==> src/rtl/ls_mem_sequencer.sv <==
// rtl/ls_mem_sequencer.sv - in-order LS request FIFO feeding a byte-wide req/ack memory port
// Loads return {8'b0, rdata} with their Rd tag on a valid/ready result port; stores complete silently.
module ls_mem_sequencer #(
  parameter int DEPTH  = 4,
  parameter int ADDR_W = 25,
  parameter int DATA_W = 8,
  parameter int TAG_W  = 5
) (
  input  logic                       clk,
  input  logic                       rst_n,
  input  logic                       req_valid,
  output logic                       req_ready,
  input  logic [ADDR_W-1:0]          req_addr,
  input  logic [DATA_W-1:0]          req_data,
  input  logic                       req_R_nW,
  input  logic [TAG_W-1:0]           req_tag,
  output logic                       mem_req,
  output logic [ADDR_W-1:0]          mem_addr,
  output logic [DATA_W-1:0]          mem_wdata,
  output logic                       mem_R_nW,
  input  logic                       mem_ack,
  input  logic [DATA_W-1:0]          mem_rdata,
  output logic                       res_valid,
  input  logic                       res_ready,
  output logic [15:0]                res_data,
  output logic [TAG_W-1:0]           res_tag,
  output logic                       busy,
  output logic [$clog2(DEPTH+1)-1:0] count
);

  localparam int PTR_W = $clog2(DEPTH);
  localparam int CNT_W = $clog2(DEPTH+1);

  typedef enum logic [1:0] {IDLE, ACCESS, RESP} state_t;

  state_t state_q, state_d;

  logic [ADDR_W-1:0] addr_mem [DEPTH];
  logic [DATA_W-1:0] data_mem [DEPTH];
  logic              rnw_mem  [DEPTH];
  logic [TAG_W-1:0]  tag_mem  [DEPTH];

  logic [PTR_W-1:0] wr_ptr, rd_ptr;
  logic             push, pop;

  logic              mem_req_d, mem_R_nW_d, res_valid_d;
  logic [ADDR_W-1:0] mem_addr_d;
  logic [DATA_W-1:0] mem_wdata_d;
  logic [15:0]       res_data_d;
  logic [TAG_W-1:0]  res_tag_d;

  assign req_ready = (count < CNT_W'(DEPTH));
  assign push      = req_valid && req_ready;
  assign busy      = (count != '0) || (state_q != IDLE);

  // Storage needs no reset: only entries below count are ever read.
  always_ff @(posedge clk) begin
    if (push) begin
      addr_mem[wr_ptr] <= req_addr;
      data_mem[wr_ptr] <= req_data;
      rnw_mem[wr_ptr]  <= req_R_nW;
      tag_mem[wr_ptr]  <= req_tag;
    end
  end

  always_ff @(posedge clk or negedge rst_n) begin
    if (!rst_n) begin
      wr_ptr <= '0;
      rd_ptr <= '0;
      count  <= '0;
    end else begin
      if (push) wr_ptr <= wr_ptr + 1'b1;
      if (pop)  rd_ptr <= rd_ptr + 1'b1;
      case ({push, pop})
        2'b10:   count <= count + 1'b1;
        2'b01:   count <= count - 1'b1;
        default: count <= count;
      endcase
    end
  end

  always_ff @(posedge clk or negedge rst_n) begin
    if (!rst_n) begin
      state_q   <= IDLE;
      mem_req   <= 1'b0;
      mem_addr  <= '0;
      mem_wdata <= '0;
      mem_R_nW  <= 1'b1;
      res_valid <= 1'b0;
      res_data  <= '0;
      res_tag   <= '0;
    end else begin
      state_q   <= state_d;
      mem_req   <= mem_req_d;
      mem_addr  <= mem_addr_d;
      mem_wdata <= mem_wdata_d;
      mem_R_nW  <= mem_R_nW_d;
      res_valid <= res_valid_d;
      res_data  <= res_data_d;
      res_tag   <= res_tag_d;
    end
  end

  always_comb begin
    state_d     = state_q;
    mem_req_d   = mem_req;
    mem_addr_d  = mem_addr;
    mem_wdata_d = mem_wdata;
    mem_R_nW_d  = mem_R_nW;
    res_valid_d = res_valid;
    res_data_d  = res_data;
    res_tag_d   = res_tag;
    pop         = 1'b0;

    case (state_q)
      IDLE: begin
        if (count != '0) begin
          mem_addr_d  = addr_mem[rd_ptr];
          mem_wdata_d = data_mem[rd_ptr];
          mem_R_nW_d  = rnw_mem[rd_ptr];
          mem_req_d   = 1'b1;
          state_d     = ACCESS;
        end
      end
      ACCESS: begin
        // The head stays in the FIFO for the whole access so its tag is still at rd_ptr here.
        if (mem_ack && mem_req) begin
          pop       = 1'b1;
          mem_req_d = 1'b0;
          if (mem_R_nW) begin
            res_valid_d = 1'b1;
            res_data_d  = 16'(mem_rdata);
            res_tag_d   = tag_mem[rd_ptr];
            state_d     = RESP;
          end else begin
            state_d = IDLE;
          end
        end
      end
      RESP: begin
        if (res_ready) begin
          res_valid_d = 1'b0;
          state_d     = IDLE;
        end
      end
      default: state_d = IDLE;
    endcase
  end

endmodule

==> config.mk <==
export PLATFORM = sky130hd
export DESIGN_NAME = ls_mem_sequencer
export DESIGN_NICKNAME = d
export VERILOG_FILES = /design/src/rtl/ls_mem_sequencer.sv
export SDC_FILE = /design/constraint.sdc
export NUM_CORES = 1
export LEC_CHECK = 0
export CAP_MARGIN = 20
export CORE_UTILIZATION = 35
export DETAILED_ROUTE_END_ITERATION = 10
export SLEW_MARGIN = 0
export SYNTH_ARGS = -nofsm -noshare
export SYNTH_HDL_FRONTEND = slang
export SYNTH_SLANG_ARGS = --single-unit
export TNS_END_PERCENT = 50
==> constraint.sdc <==
create_clock -name clk -period 3.81 [get_ports clk]
set_input_delay 0.5715 -clock clk [delete_from_list [all_inputs] [get_ports clk]]
set_output_delay 0.5715 -clock clk [all_outputs]
set_load 0.01 [all_outputs]
==> summary.md, run 1 <==
| Metric | Value |
|---|---|
| Total I/O pin count | `114` |
| Vias | `3789` |
| Final instance area | `0.0103 mm2` |
| Clk_skew | `31.8 ps` |
| DIE WIDTH | `153 um` |
| Fmax | `427 MHz` |
| Rows | `55` |
| Post-place instance area | `0.00932 mm2` |
| Worst setup margin | `1470 ps` |
| Global route overflow | `0` |
| Worst slack, placed | `895 ps` |
| Initial antenna violation count | `0` |
| Wirelength, routed | `15.0 mm` |
| DR vias/cell | `4.78` |
| Fillers | `1899` |
| Clock power share | `0.307` |
| Yosys cell types | `25` |
| Critical path class | `in -> reg` |
| Worst min path class | `in -> async` |
| Slew Limit Fails | `0` |
| Arrival @ worst endpoint | `2530 ps` |
| Max-cap violations | `0` |
| Critical Path Sink Type | `register` |
| Layout cells sized above 1 | `0.278` |
| Initial Util | `0.356` |
| Sw Ratio | `0.267` |
| Post-synth EDFFs | `156` |
| Flop pwr share | `0.419` |
| Slew HR | `0.300` |
| CTS H-tree lvls | `1` |
| Hpwl dp | `9.06 mm` |
| Clk_lat worst skew | `530 ps` |
| Final setup viols | `0` |
| Average size of a mapped cell | `21.6 um2` |
| First-pass GRT wire length | `23.6 mm` |
| Root Driver | `clkbuf_16` |
| Primary flip-flop cell chosen by synthesis mapping | `edfxtp_1` |
| Worst Hold Slack | `162 ps` |
| Clk buf depth | `3` |
| Clock Pin Slew Worst Setup and Hold Paths | `60 ps` |
| Status | `complete, no violations` |
| Chip height | `153 um` |
| Asr flop ratio synth | `0.271` |
| CTS tree | `built` |
| WL/cell | `18.9 um` |
| Leakage | `0.00360 uW` |
| DRC Markers | `0` |
| DR pass1 iterations | `4` |
| Full die area | `0.0236 mm2` |
| GPL Wtd Cong | `0.672` |
| Initial DRC count | `180` |
| Seq/Total Area, Yosys | `0.764` |
| Crit path launch type | `input pin` |
| Min Tclk post-route | `2340 ps` |
| Syn Inst Count | `371` |
| Total track usage | `0.131` |
| Comb pwr share | `0.274` |
| PwrDens | `823 mW/mm2` |
| Post-synthesis register bit count | `214` |
| Largest net degree at the start of global routing | `59` |
| Unrepaired setup endpoints after global routing | `false` |
| Vias in the first global route | `4121` |
| Resize count post-CTS | `0` |
| Post-Syn Area | `0.00803 mm2` |
| Internal power | `6190 uW` |
| Worst vdd ir | `0.386 mV` |
| Antenna cells | `0` |
| ANT nets after route | `0` |
| CP max FO | `23` |
| Area grow syn2layout | `27.8%` |
| Actual slew at the worst max-slew pin | `1050 ps` |
| Hold Vio Cnt, Final | `0` |
| CTS Hold Bufs | `0` |
| Sw Pwr | `2250 uW` |
| Nets | `548` |
| Final Cycle Share | `0.614` |
| Core area | `0.0226 mm2` |
| Port buffer count | `105` |
| Clock Sinks | `214` |
| Flop2flop setup slack | `1590 ps` |
| Setup bufs post-CTS | `0` |
| Worst EP required | `4000 ps` |
| Ys Warns | `0` |
| Num CTS Buffers | `24` |
| Setup TNS | `0 ps` |
==> flip-flops by register name, indices dropped and copies added (netlist names) <==
register / flops
mem_R_nW: 1
state_q: 2
mem_addr: 25
tag_mem: 20
wr_ptr: 2
addr_mem: 100
rd_ptr: 2
mem_wdata: 8
rnw_mem: 4
res_data: 8
res_valid: 1
count: 3
mem_req: 1
data_mem: 32
res_tag: 5
==> synthesized netlist by cell type (3+ instances only) <==
cell,n,share of area
mux2_2,47,0.066
buf_4,14,0.013
o21ai_0,5,0.0031
clkbuf_1,3,0.0014
xnor2_1,4,0.0044
ha_1,5,0.0078
buf_6,5,0.0070
dfrtp_1,57,0.18
inv_1,9,0.0042
edfxtp_1,156,0.58
nand2_1,7,0.0033
mux4_2,39,0.11
and2_1,4,0.0031
==> worst max-delay path: stages <==
cell	delay [ps]
clkdlybuf4s50_1	450
nor2b_1	490
and2_2	580
buf_4	430
==> final timing paths <==
path,startpoint,cells past startpoint,to
worst max-delay path,req_valid,4,addr_mem[3][9]
worst min-delay path,rst_n,1,mem_addr[3]
worst max register to register,count[2],3,addr_mem[3][9]
worst min register to register,mem_addr[0],1,mem_addr[0]
max in group asynchronous,rst_n,1,rd_ptr[0]
min in group clk,mem_addr[0],1,mem_addr[0]
==> power by group through the flow <==
| stage | registers (uW) | clock network, uW | logic [uW] |
|---|---|---|---|
| final | 3540 | 2590 | 2310 |
| after CTS | 3570 | 2650 | 2340 |
| after global placement | 3570 | 0 | 2290 |
| after detailed placement | 3610 | 0 | 2330 |
| after floorplan | 3460 | 0 | 1480 |
| after global routing | 3630 | 2740 | 2490 |
==> placed cells by master, fill, tap and decap left out <==
master           netlist  layout
and2_2                 0       4
and4b_1                1       1
buf_12                 0       1
buf_4                 14       5
bufinv_16              0       7
clkbuf_1               3       2
clkbuf_16              0      24
clkbuf_8               0       1
clkdlybuf4s50_1        0     104
clkinv_1               0       2
clkinv_16              0       1
clkinv_2               0       2
clkinvlp_4             0       3
conb_1                 1       8
dfrtp_1               57      55
dfrtp_2                0       1
dfrtp_4                0       1
dfstp_2                1       1
edfxtp_1             156     156
fa_1                   1       1
ha_1                   5       5
inv_1                  9       9
inv_6                  0       2
mux2_2                47      47
mux4_2                39      39
nand2_1                7       7
nand2_2                1       1
nand2b_1               2       1
nand2b_2               0       1
nand3b_1               1       1
nor2_1                 2       2
nor2b_1                1       1
nor3_1                 1       1
o21ai_0                5       5
xnor2_1                4       4
xor2_1                 2       2
==> kinds of logic (layout without fill, tap and decap cells) <==
group                      Yosys count  count (layout)  synth area share
adders and majority gates            6               6            0.0103
buffers and inverters               33             163            0.0266
and+or+nand+nor                     20              20            0.0132
DFF                                214             214             0.764
AOI/OAI and AO/OA                    5               5           0.00312
muxes                               86              86             0.175
other                                1               8          0.000467
xor gates and xnor gates             6               6           0.00655
==> per-stage QoR <==
step                      std cells   util  power [uW]
after global routing            793  0.455        8860
after global placement          748  0.413        5870
after floorplan                 378      -        4940
after CTS                       792  0.454        8570
after detailed placement        748  0.413        5940
final                           793  0.455        8440
==> final cells by class <==
cell class,instances,area [um2],area share
Multi-Input combinational cell,131,1710,0.167
Clock inverter,17,298,0.0290
Timing Repair Buffer,110,1100,0.107
Tap cell,285,357,0.0347
Inverter,9,33.8,0.00329
Clock buffer,27,622,0.0606
Sequential cell,214,6140,0.599
==> metal layers <==
metal  up-vias  GRT usage  share of wire
li1       1677          -              -
met1      1968      0.175           0.45
met2       115      0.217           0.48
met3        29     0.0247          0.041
met4         0     0.0395          0.021
met5         -          0              0
Note: power is estimated with default switching activity, not from simulation.
==> run 2: changes to the inputs <==
==> constraint.sdc (replaced) <==
create_clock -name clk -period 2.1 [get_ports clk]
set_input_delay 0.315 -clock clk [delete_from_list [all_inputs] [get_ports clk]]
set_output_delay 0.315 -clock clk [all_outputs]
set_load 0.01 [all_outputs]
==> run 2 against run 1 <==
Effect of this change: die area unchanged; worst setup slack got worse by 1400 ps; clock power increased by 44%; design area decreased by 0.11%; critical endpoint is now busy; highest routed layer unchanged.
==> summary.md, run 2 (synthesis results as in run 1) <==
| Metric | Value |
|---|---|
| Status | `complete, no violations (unchanged)` |
| Initial antenna violation count | `0 (unchanged)` |
| Initial DRC count | `166 (was 180)` |
| Total track usage | `0.130 (was 0.131)` |
| CTS H-tree lvls | `1 (unchanged)` |
| Root Driver | `clkbuf_16 (unchanged)` |
| Worst vdd ir | `0.689 mV (was 0.386 mV)` |
| Core area | `0.0226 mm2 (unchanged)` |
| First-pass GRT wire length | `23.7 mm (was 23.6 mm)` |
| CP max FO | `4 (was 23)` |
| Commonest non-fill, non-tap cell in the layout | `edfxtp_1 (unchanged)` |
| Hold Vio Cnt, Final | `0 (unchanged)` |
| Layout cells sized above 1 | `0.284 (was 0.278)` |
| Top flop regs | `addr_mem: 100 flops, data_mem: 32 flops, mem_addr: 25 flops (unchanged)` |
| Max-cap violations | `0 (unchanged)` |
| Largest net degree at the start of global routing | `50 (was 59)` |
| Clk buf depth | `3 (unchanged)` |
| Crit path launch type | `register (was input pin)` |
| GPL Wtd Cong | `0.736 (was 0.672)` |
| Flop2flop setup slack | `330 ps (was 1590 ps)` |
| Num CTS Buffers | `23 (was 24)` |
| Register-to-Register Path Depth | `7 (was 3)` |
| Storage element area | `0.00614 mm2 (unchanged)` |
| Worst min path class | `in -> async (unchanged)` |
| Port buffer count | `105 (unchanged)` |
| Final setup viols | `0 (unchanged)` |
| Footprint of the multi-input gates | `0.00172 mm2 (was 0.00171 mm2)` |
| Global route overflow | `0 (unchanged)` |
| WL/cell | `18.4 um (was 18.9 um)` |
| Fmax | `497 MHz` |
| Slowest CP cell | `clkdlybuf4s50_1 (was and2_2)` |
| DRC Markers | `0 (unchanged)` |
| Worst reg2reg path startpoint | `state_q[1] (was count[2])` |
| Fillers | `1918 (was 1899)` |
| DIE WIDTH | `153 um (unchanged)` |
| Critical Path Sink Type | `output pin (was register)` |
| Critical path class | `reg -> out (was in -> reg)` |
| Critical Path Start | `count[0] (was req_valid)` |
| Slowest cell delay on critical path | `490 ps (was 580 ps)` |
| DR vias/cell | `4.70 (was 4.78)` |
| Final Cycle Share | `0.959` |
| Clock Pin Slew Worst Setup and Hold Paths | `50 ps (was 60 ps)` |
| Arrival @ worst endpoint | `1700 ps (was 2530 ps)` |
| Rows | `55 (unchanged)` |
| Worst Hold Slack | `420 ps (was 162 ps)` |
| CTS tree | `built (unchanged)` |
| Slew Limit Fails | `0 (unchanged)` |
| Clk_skew | `12.9 ps (was 31.8 ps)` |
| DR pass1 iterations | `4 (unchanged)` |
| Worst setup margin | `86.4 ps (was 1470 ps)` |
| Chip height | `153 um (unchanged)` |
| Commonest non-fill, non-tap cells in the layout | `edfxtp_1 (156), clkdlybuf4s50_1 (104), dfrtp_1 (55) (unchanged)` |
| Total I/O pin count | `114 (unchanged)` |
| Max FFs per register | `100 (unchanged)` |
| PwrDens | `1420 mW/mm2 (was 823 mW/mm2)` |
| Biggest register | `addr_mem (unchanged)` |
| Hpwl dp | `9.22 mm (was 9.06 mm)` |
| Vias in the first global route | `4203 (was 4121)` |
| Min Tclk post-route | `2010 ps` |
| Wirelength, routed | `14.8 mm (was 15.0 mm)` |
| Worst slack, placed | `-52.4 ps (was 895 ps)` |
| CP Cell Sequence | `nor3_2 -> nand2_1 -> clkdlybuf4s50_1 (was clkdlybuf4s50_1 -> nor2b_1 -> and2_2 -> buf_4)` |
| Vias | `3790 (was 3789)` |
| Setup bufs post-CTS | `0 (unchanged)` |
| Slew HR | `0.526 (was 0.300)` |
| Leakage | `0.00362 uW (was 0.00360 uW)` |
| ANT nets after route | `0 (unchanged)` |
| Nets | `564 (was 548)` |
| Worst EP required | `1780 ps (was 4000 ps)` |
| Full die area | `0.0236 mm2 (unchanged)` |
| Reg2reg end | `count[2] (was addr_mem[3][9])` |
| Antenna cells | `0 (unchanged)` |
| Clock Sinks | `214 (unchanged)` |
| Actual slew at the worst max-slew pin | `712 ps (was 1050 ps)` |
| Unrepaired setup endpoints after global routing | `false (unchanged)` |
| Initial Util | `0.356 (unchanged)` |
| Area grow syn2layout | `27.7% (was 27.8%)` |
| Clk_lat worst skew | `490 ps (was 530 ps)` |
## run 2: worst max path at each step
stage                     slack (ps)  cells past startpoint        to
after floorplan                  350                      8  count[2]
after global placement             2                      8  count[2]
after detailed placement         -50                      8  count[2]
after CTS                         20                      3      busy
after global routing               2                      3      busy
final                             90                      3      busy
## run 2: timing repair
| item | in CTS | in global routing |
|---|---|---|
| hold buffers | 1 | 0 |
| endpoints found under the hold margin | 46 | 0 |
| setup endpoints to repair | 0 | 1 |
| resized for setup | 0 | 1 |
## run 2: area by class of cell
class / instances / share of cell area
clock buffers: 31 / 0.0610
clock inverters: 10 / 0.00708
repair buffers: 127 / 0.127
inverters: 9 / 0.00330
multi-input cells: 131 / 0.167
well taps: 285 / 0.0348
flip-flops and latches: 214 / 0.599
## run 2: layer usage
| layer | global-route usage | share of wire | wire [um] |
|---|---|---|---|
| met3 | 0.0326 | 0.058 | 857 |
| met1 | 0.164 | 0.43 | 6310 |
| met2 | 0.226 | 0.50 | 7480 |
| met4 | 0.0290 | 0.012 | 185 |
| met5 | 0 | 0 | 0 |
## run 2: power by group
part / switching [uW] / internal [uW] / total, uW
clock: 1520 / 2200 / 3720
sequential: 405 / 5620 / 6020
combinational: 2030 / 2770 / 4800
total: 3950 / 10600 / 14500
## run 2: stage by stage
| stage | util | std cells | TNS, ps | cell area [um2] | total power (uW) |
|---|---|---|---|---|---|
| 5_1_grt | 0.454 | 807 | 0 | 10300 | 15400 |
| 3_5_place_dp | 0.423 | 765 | -52.4 | 9540 | 11000 |
| 4_1_cts | 0.454 | 807 | 0 | 10200 | 14800 |
| 3_3_place_gp | 0.423 | 765 | 0 | 9540 | 10900 |
| 2_1_floorplan | - | 378 | 0 | 8060 | 8960 |
| 6_report | 0.454 | 807 | 0 | 10300 | 14500 |
## run 2: worst max-delay path, delay by kind of cell (launching register included)
| family | cells | cell delay [ps] |
|---|---|---|
| flops | 1 | 430 |
| buf+inv | 1 | 490 |
| simple gates | 2 | 290 |
==> run 3: changes to the inputs <==
--- a/config.mk
+++ b/config.mk
@@ -7,6 +7,7 @@
 export LEC_CHECK = 0
 export CAP_MARGIN = 20
 export CORE_UTILIZATION = 35
+export CTS_CLUSTER_DIAMETER = 200
 export DETAILED_ROUTE_END_ITERATION = 10
 export SLEW_MARGIN = 0
 export SYNTH_ARGS = -nofsm -noshare
==> results of run 3 <==
The final DEF is identical to that of run 2; final timing and power are the same.
